File: src/rtl/cpu_run_ctrl.sv
// CPU run controller: sequences the core's reset and clock enable and
// supports free-run, single-step, counted-run and soft-reset operations.
module cpu_run_ctrl #(
    parameter int CNT_W      = 16,
    parameter int RST_HOLD   = 4,
    parameter int DEF_CYCLES = 100
) (
    input  logic             clk,
    input  logic             rst,
    input  logic [1:0]       mode,
    input  logic             start,
    input  logic             stop,
    input  logic [CNT_W-1:0] n_cycles,
    output logic             cpu_rst,
    output logic             cpu_ce,
    output logic             busy,
    output logic             done,
    output logic [CNT_W-1:0] cycle_cnt
);

    localparam int                HOLD_W    = (RST_HOLD > 1) ? $clog2(RST_HOLD) : 1;
    localparam logic [HOLD_W-1:0] HOLD_LAST = (RST_HOLD > 1) ? HOLD_W'(RST_HOLD - 1) : '0;
    localparam logic [CNT_W-1:0]  DEF_N     = CNT_W'(DEF_CYCLES);

    typedef enum logic [2:0] {
        S_HOLD,
        S_IDLE,
        S_RUN,
        S_STEP,
        S_DONE
    } state_t;

    typedef enum logic [1:0] {
        M_FREE  = 2'b00,
        M_STEP  = 2'b01,
        M_COUNT = 2'b10,
        M_SOFT  = 2'b11
    } mode_t;

    state_t            r_state;
    logic [HOLD_W-1:0] r_hold_cnt;
    logic              r_counted;
    logic              r_soft;
    logic [CNT_W-1:0]  r_n;
    logic [CNT_W-1:0]  r_cnt;
    logic              r_cpu_rst;
    logic              r_cpu_ce;
    logic              r_busy;
    logic              r_done;

    mode_t             w_mode;
    logic [CNT_W:0]    w_cnt_inc;
    logic [CNT_W-1:0]  w_cnt_sat;
    logic              w_last;
    logic              w_hold_end;

    // Next-count arithmetic and end-of-phase conditions
    always_comb begin
        w_mode     = mode_t'(mode);
        w_cnt_inc  = {1'b0, r_cnt} + (CNT_W + 1)'(1);
        w_cnt_sat  = (&r_cnt) ? r_cnt : w_cnt_inc[CNT_W-1:0];
        // The cycle now in progress is the N-th enabled cycle of a counted run
        w_last     = r_counted && (w_cnt_inc == {1'b0, r_n});
        w_hold_end = (r_hold_cnt >= HOLD_LAST);
    end

    // Run-control state machine with registered outputs
    always_ff @(posedge clk or posedge rst) begin
        if (rst) begin
            r_state    <= S_HOLD;
            r_hold_cnt <= '0;
            r_counted  <= 1'b0;
            r_soft     <= 1'b0;
            r_n        <= '0;
            r_cnt      <= '0;
            r_cpu_rst  <= 1'b1;
            r_cpu_ce   <= 1'b0;
            r_busy     <= 1'b0;
            r_done     <= 1'b0;
        end else begin
            r_done <= 1'b0;
            case (r_state)
                S_HOLD: begin
                    if (w_hold_end) begin
                        r_cpu_rst  <= 1'b0;
                        r_hold_cnt <= '0;
                        // A soft reset completes through DONE so it reports with a pulse
                        if (r_soft) begin
                            r_soft  <= 1'b0;
                            r_done  <= 1'b1;
                            r_state <= S_DONE;
                        end else begin
                            r_state <= S_IDLE;
                        end
                    end else begin
                        r_hold_cnt <= r_hold_cnt + HOLD_W'(1);
                    end
                end

                S_IDLE: begin
                    if (start) begin
                        r_cnt     <= '0;
                        r_counted <= (w_mode == M_COUNT);
                        r_n       <= (n_cycles == '0) ? DEF_N : n_cycles;
                        case (w_mode)
                            M_FREE, M_COUNT: begin
                                r_state  <= S_RUN;
                                r_cpu_ce <= 1'b1;
                                r_busy   <= 1'b1;
                            end
                            M_STEP: begin
                                r_state  <= S_STEP;
                                r_cpu_ce <= 1'b1;
                                r_busy   <= 1'b1;
                            end
                            M_SOFT: begin
                                r_state    <= S_HOLD;
                                r_cpu_rst  <= 1'b1;
                                r_hold_cnt <= '0;
                                r_soft     <= 1'b1;
                            end
                            default: ;
                        endcase
                    end
                end

                S_RUN: begin
                    // cpu_ce is high for the whole RUN state, so every cycle counts;
                    // stop and the final counted cycle share one exit path
                    r_cnt <= w_cnt_sat;
                    if (stop || w_last) begin
                        r_state  <= S_DONE;
                        r_cpu_ce <= 1'b0;
                        r_busy   <= 1'b0;
                        r_done   <= 1'b1;
                    end
                end

                S_STEP: begin
                    r_cnt    <= w_cnt_sat;
                    r_state  <= S_DONE;
                    r_cpu_ce <= 1'b0;
                    r_busy   <= 1'b0;
                    r_done   <= 1'b1;
                end

                S_DONE: begin
                    r_state <= S_IDLE;
                end

                default: begin
                    r_state    <= S_HOLD;
                    r_hold_cnt <= '0;
                    r_cpu_rst  <= 1'b1;
                    r_cpu_ce   <= 1'b0;
                    r_busy     <= 1'b0;
                end
            endcase
        end
    end

    assign cpu_rst   = r_cpu_rst;
    assign cpu_ce    = r_cpu_ce;
    assign busy      = r_busy;
    assign done      = r_done;
    assign cycle_cnt = r_cnt;

endmodule
File: config.mk
export PLATFORM = sky130hd
export DESIGN_NAME = cpu_run_ctrl
export DESIGN_NICKNAME = d
export VERILOG_FILES = /design/src/rtl/cpu_run_ctrl.sv
export SDC_FILE = /design/constraint.sdc
export NUM_CORES = 1
export LEC_CHECK = 0
export CORE_AREA = 2 2 77 79
export DETAILED_ROUTE_END_ITERATION = 10
export DIE_AREA = 0 0 79 81
export PLACE_DENSITY = 0.78
export SYNTH_ARGS = -nofsm -noshare
export SYNTH_HDL_FRONTEND = slang
export SYNTH_SLANG_ARGS = --single-unit
export TNS_END_PERCENT = 50
File: constraint.sdc
create_clock -name clk -period 2.4 [get_ports clk]
set_clock_uncertainty 0.1 [all_clocks]
set_input_delay 0.36 -clock clk [delete_from_list [all_inputs] [get_ports clk]]
set_output_delay 0.36 -clock clk [all_outputs]
set_load 0.01 [all_outputs]
==> impl_results.md <==
- Clock H-tree levels: 2
- Crit path max fanout: 4
- Clk pwr share: 0.211
- Sequential share of power: 0.367
- Layout Area Growth over Synthesis: 27.69%
- Leak pwr: 0.001300 uW
- Reg2reg setup slack: 0.15 ns
- Post-Synth XOR/XNOR Area: 0.08516
- Clock transition at path regs: 0.08 ns
- EDFF count, synth: 0
- Clk root buf: clkbuf_8
- Drt first pass iters: 5
- TritonCTS clock tree: built
- Vias in the first global route: 2100
- Max VDD drop: 0.5618 mV
- Initial antenna violation count: 0
- Gpl congestion: 0.9036
- Die height: 81 um
- Post-layout util: 0.5785
- Synth Area per Inst: 9.316 um2
- Row cnt: 28
- Diode count: 0
- Initial DRC count: 268
- Multiplexer area fraction after synthesis: 0.06910
- Largest family of logic cells by synthesized area: simple AND/OR/NAND/NOR gates
- Layout cells sized above 1: 0.1957
- Worst Setup Path Type: flip-flop to flip-flop
- Core ar.: 0.005675 mm2
- Via Count: 2341
- Filler cells: 497
- Routed wire length: 6.261 mm
- MaxCap Viol Count: 0
- Hpwl dp: 4.551 mm
- Hold slack: 0.3949 ns
- Ys Warns: 0
- Fin area: 0.003283 mm2
- Final setup TNS: 0 ns
- Post-Layout Cell Count: 397
- Clk sinks: 42
- Unrepaired setup endpoints after global routing: false
- Fmax: 445.4 MHz
- Power Internal: 2092 uW
- Type of the worst min-delay path: primary input to async pin
- Setup Buffers After CTS: 0
- Routed len/inst: 15.77 um
- PwrDens: 997.4 mW/mm2
- IO Count: 42
- Port Buffer Count: 41
- Arr. time, crit path: 2.33 ns
- Final Cycle Share: 0.9355
- Post-Synth Simple-Gate Area: 0.1995
- Vias per Instance: 5.897
- Total grt overflow: 0
- Critical Path End Type: flip-flop
- Normalized max-slew margin: 0.6291
- Dpl cells: 389
- Later-pin clock latency in the skew report: 0.29 ns
- Total CTS buffers: 5
- Fin. max-slew vios: 0
- Synth cell types: 53
- Final Net Count: 345
- Wire length of the first global-routing pass: 10.18 mm
- GRT Resource Usage Total: 0.2034
- Mapped Cells: 276
- Final ANT Viol Nets: 0
- Worst path cell trace: ha_1 -> nand3_4 -> or4_4 -> a2111oi_2 -> nand4b_1 -> o31a_1
- Post-Syn Nets: 300
- Initial Util: 0.4530
- Status: completed
- Largest net degree at the start of global routing: 43
- Max stage delay cell, worst path: or4_4
- CTS max path bufs: 2
- Worst path required time: 2.49 ns
- Prevailing post-synth register cell: dfrtp_1
- Seq/Total Area, Yosys: 0.4092
- Switching Power: 1183 uW
- Startpoint Class: flip-flop
- Synthesized area: 0.002571 mm2
- Combinational share of power: 0.422
- Switch share: 0.3612
- Remaining DRCs: 0
- Yosys reg bits: 42
- Adder-Cell Fraction of Synth Area: 0.009732
- Hold Fails Final Rpt: 0
- Compound-Gate Fraction of Synth Area: 0.1791
- Worst path max stage delay: 0.52 ns
- Slew @ Worst Pin: 0.5563 ns
- Die width: 79 um
- Min Tclk post-route: 2.245 ns
- Final setup viols: 0
- Placed Area: 0.003132 mm2
- Post-synth ARST share: 1.000
- Die area: 0.006399 mm2
-- cell families (layout without fill, tap and decap cells) --
| group | count (synthesis) | count (layout) |
|---|---|---|
| XOR/XNOR | 25 | 25 |
| flip-flops | 42 | 42 |
| multiplexers | 16 | 16 |
| buffers and inverters | 29 | 75 |
| AND/OR/NAND/NOR | 90 | 90 |
| AO/OA/AOI/OAI | 72 | 72 |
| adder cells (fa/ha/maj) | 2 | 2 |
-- layout make-up --
class                      instances  area (um2)  area share
clock buffer                       6       82.58     0.02515
tap                               75       93.84     0.02858
sequential                        42        1059      0.3224
timing repair buffer              59       545.5      0.1662
multi-input combinational        205        1413      0.4303
inverter                           8       30.03    0.009146
clock inverter                     2       60.06     0.01829
-- timing repair --
action,in CTS,in global routing
resized for setup,0,4
setup endpoints to repair,0,4
hold buffers,0,0
-- routing by layer --
| layer | GRT usage | routed length (um) | vias to the layer above | part of all wire |
|---|---|---|---|---|
| li1 | - | - | 1095 | - |
| met1 | 0.2818 | 2839 | 1138 | 0.45 |
| met2 | 0.3280 | 2978 | 94 | 0.48 |
| met3 | 0.03222 | 328 | 14 | 0.052 |
| met4 | 0.06552 | 116 | 0 | 0.019 |
| met5 | 0 | 0 | - | 0 |
-- cells in the final DEF (no fill, tap or decap), drive strengths merged, types with 6 or more instances in the layout --
cell type | synthesis | layout
nor4 | 7 | 7
xnor2 | 18 | 18
nor3 | 11 | 11
clkdlybuf4s50 | 0 | 41
clkbuf | 12 | 6
inv | 8 | 8
nand3 | 11 | 11
a21oi | 13 | 13
a31oi | 7 | 7
nor2 | 16 | 16
xor2 | 7 | 7
nand2 | 20 | 20
dfrtp | 41 | 41
buf | 9 | 18
mux2 | 14 | 14
o21ai | 26 | 26
-- final timing paths --
kind	startpoint	end	cells past startpoint
max	cycle_cnt[1]	busy	6
min	rst	r_n[15]	3
max reg2reg	cycle_cnt[1]	busy	6
min reg2reg	cpu_rst	cpu_rst	2
max in group asynchronous	rst	cycle_cnt[3]	3
min in group clk	cpu_rst	cpu_rst	2
-- cell usage after synthesis (3+ instances only) --
| master | number | area, um2 |
|---|---|---|
| mux2_2 | 14 | 157.7 |
| dfrtp_1 | 41 | 1026 |
| xnor2_1 | 18 | 157.7 |
| nor2_1 | 16 | 60.06 |
| clkbuf_1 | 12 | 45.04 |
| nand2b_1 | 3 | 18.77 |
| buf_2 | 6 | 30.03 |
| o31ai_1 | 4 | 30.03 |
| nand4_1 | 3 | 18.77 |
| nand2_1 | 20 | 75.07 |
| a22o_1 | 4 | 35.03 |
| inv_1 | 7 | 26.28 |
| nor4_1 | 5 | 31.28 |
| o22a_1 | 4 | 35.03 |
| xor2_1 | 7 | 61.31 |
| o21ai_0 | 26 | 130.1 |
| a21oi_1 | 13 | 65.06 |
| nor3_1 | 10 | 50.05 |
| a31oi_1 | 7 | 43.79 |
| or3_1 | 3 | 18.77 |
| a21o_1 | 3 | 22.52 |
| nand3_1 | 9 | 45.04 |
-- through the flow --
stage / setup slack (ns) / total power, uW
6_report: 0.1549 / 3274
5_1_grt: 0.02480 / 3474
4_1_cts: 0.09175 / 3269
3_5_place_dp: 0.1071 / 2569
3_3_place_gp: 0.1680 / 2514
2_1_floorplan: 0.03355 / 2118
-- worst max-delay path: cells and delay by family (launching register included) --
| family | cells | cell delay [ns] |
|---|---|---|
| fa+ha+maj | 1 | 0.20 |
| simple gates | 3 | 0.82 |
| compound gates | 2 | 0.65 |
| flops | 1 | 0.37 |
-- power by group through the flow --
stage               clock, uW  combinational, uW  sequential, uW
floorplan                   0                999            1120
global placement            0               1320            1200
detailed placement          0               1360            1210
CTS                       701               1370            1190
global route              736               1510            1230
finish                    692               1380            1200
-- flip-flops by register name (all words and copies together) (netlist names) --
name	cells
cycle_cnt	16
r_n	16
r_state	3
r_hold_cnt	2
busy	1
cpu_rst	1
done	1
r_counted	1
r_soft	1
Power figures use the tool's default switching activity.
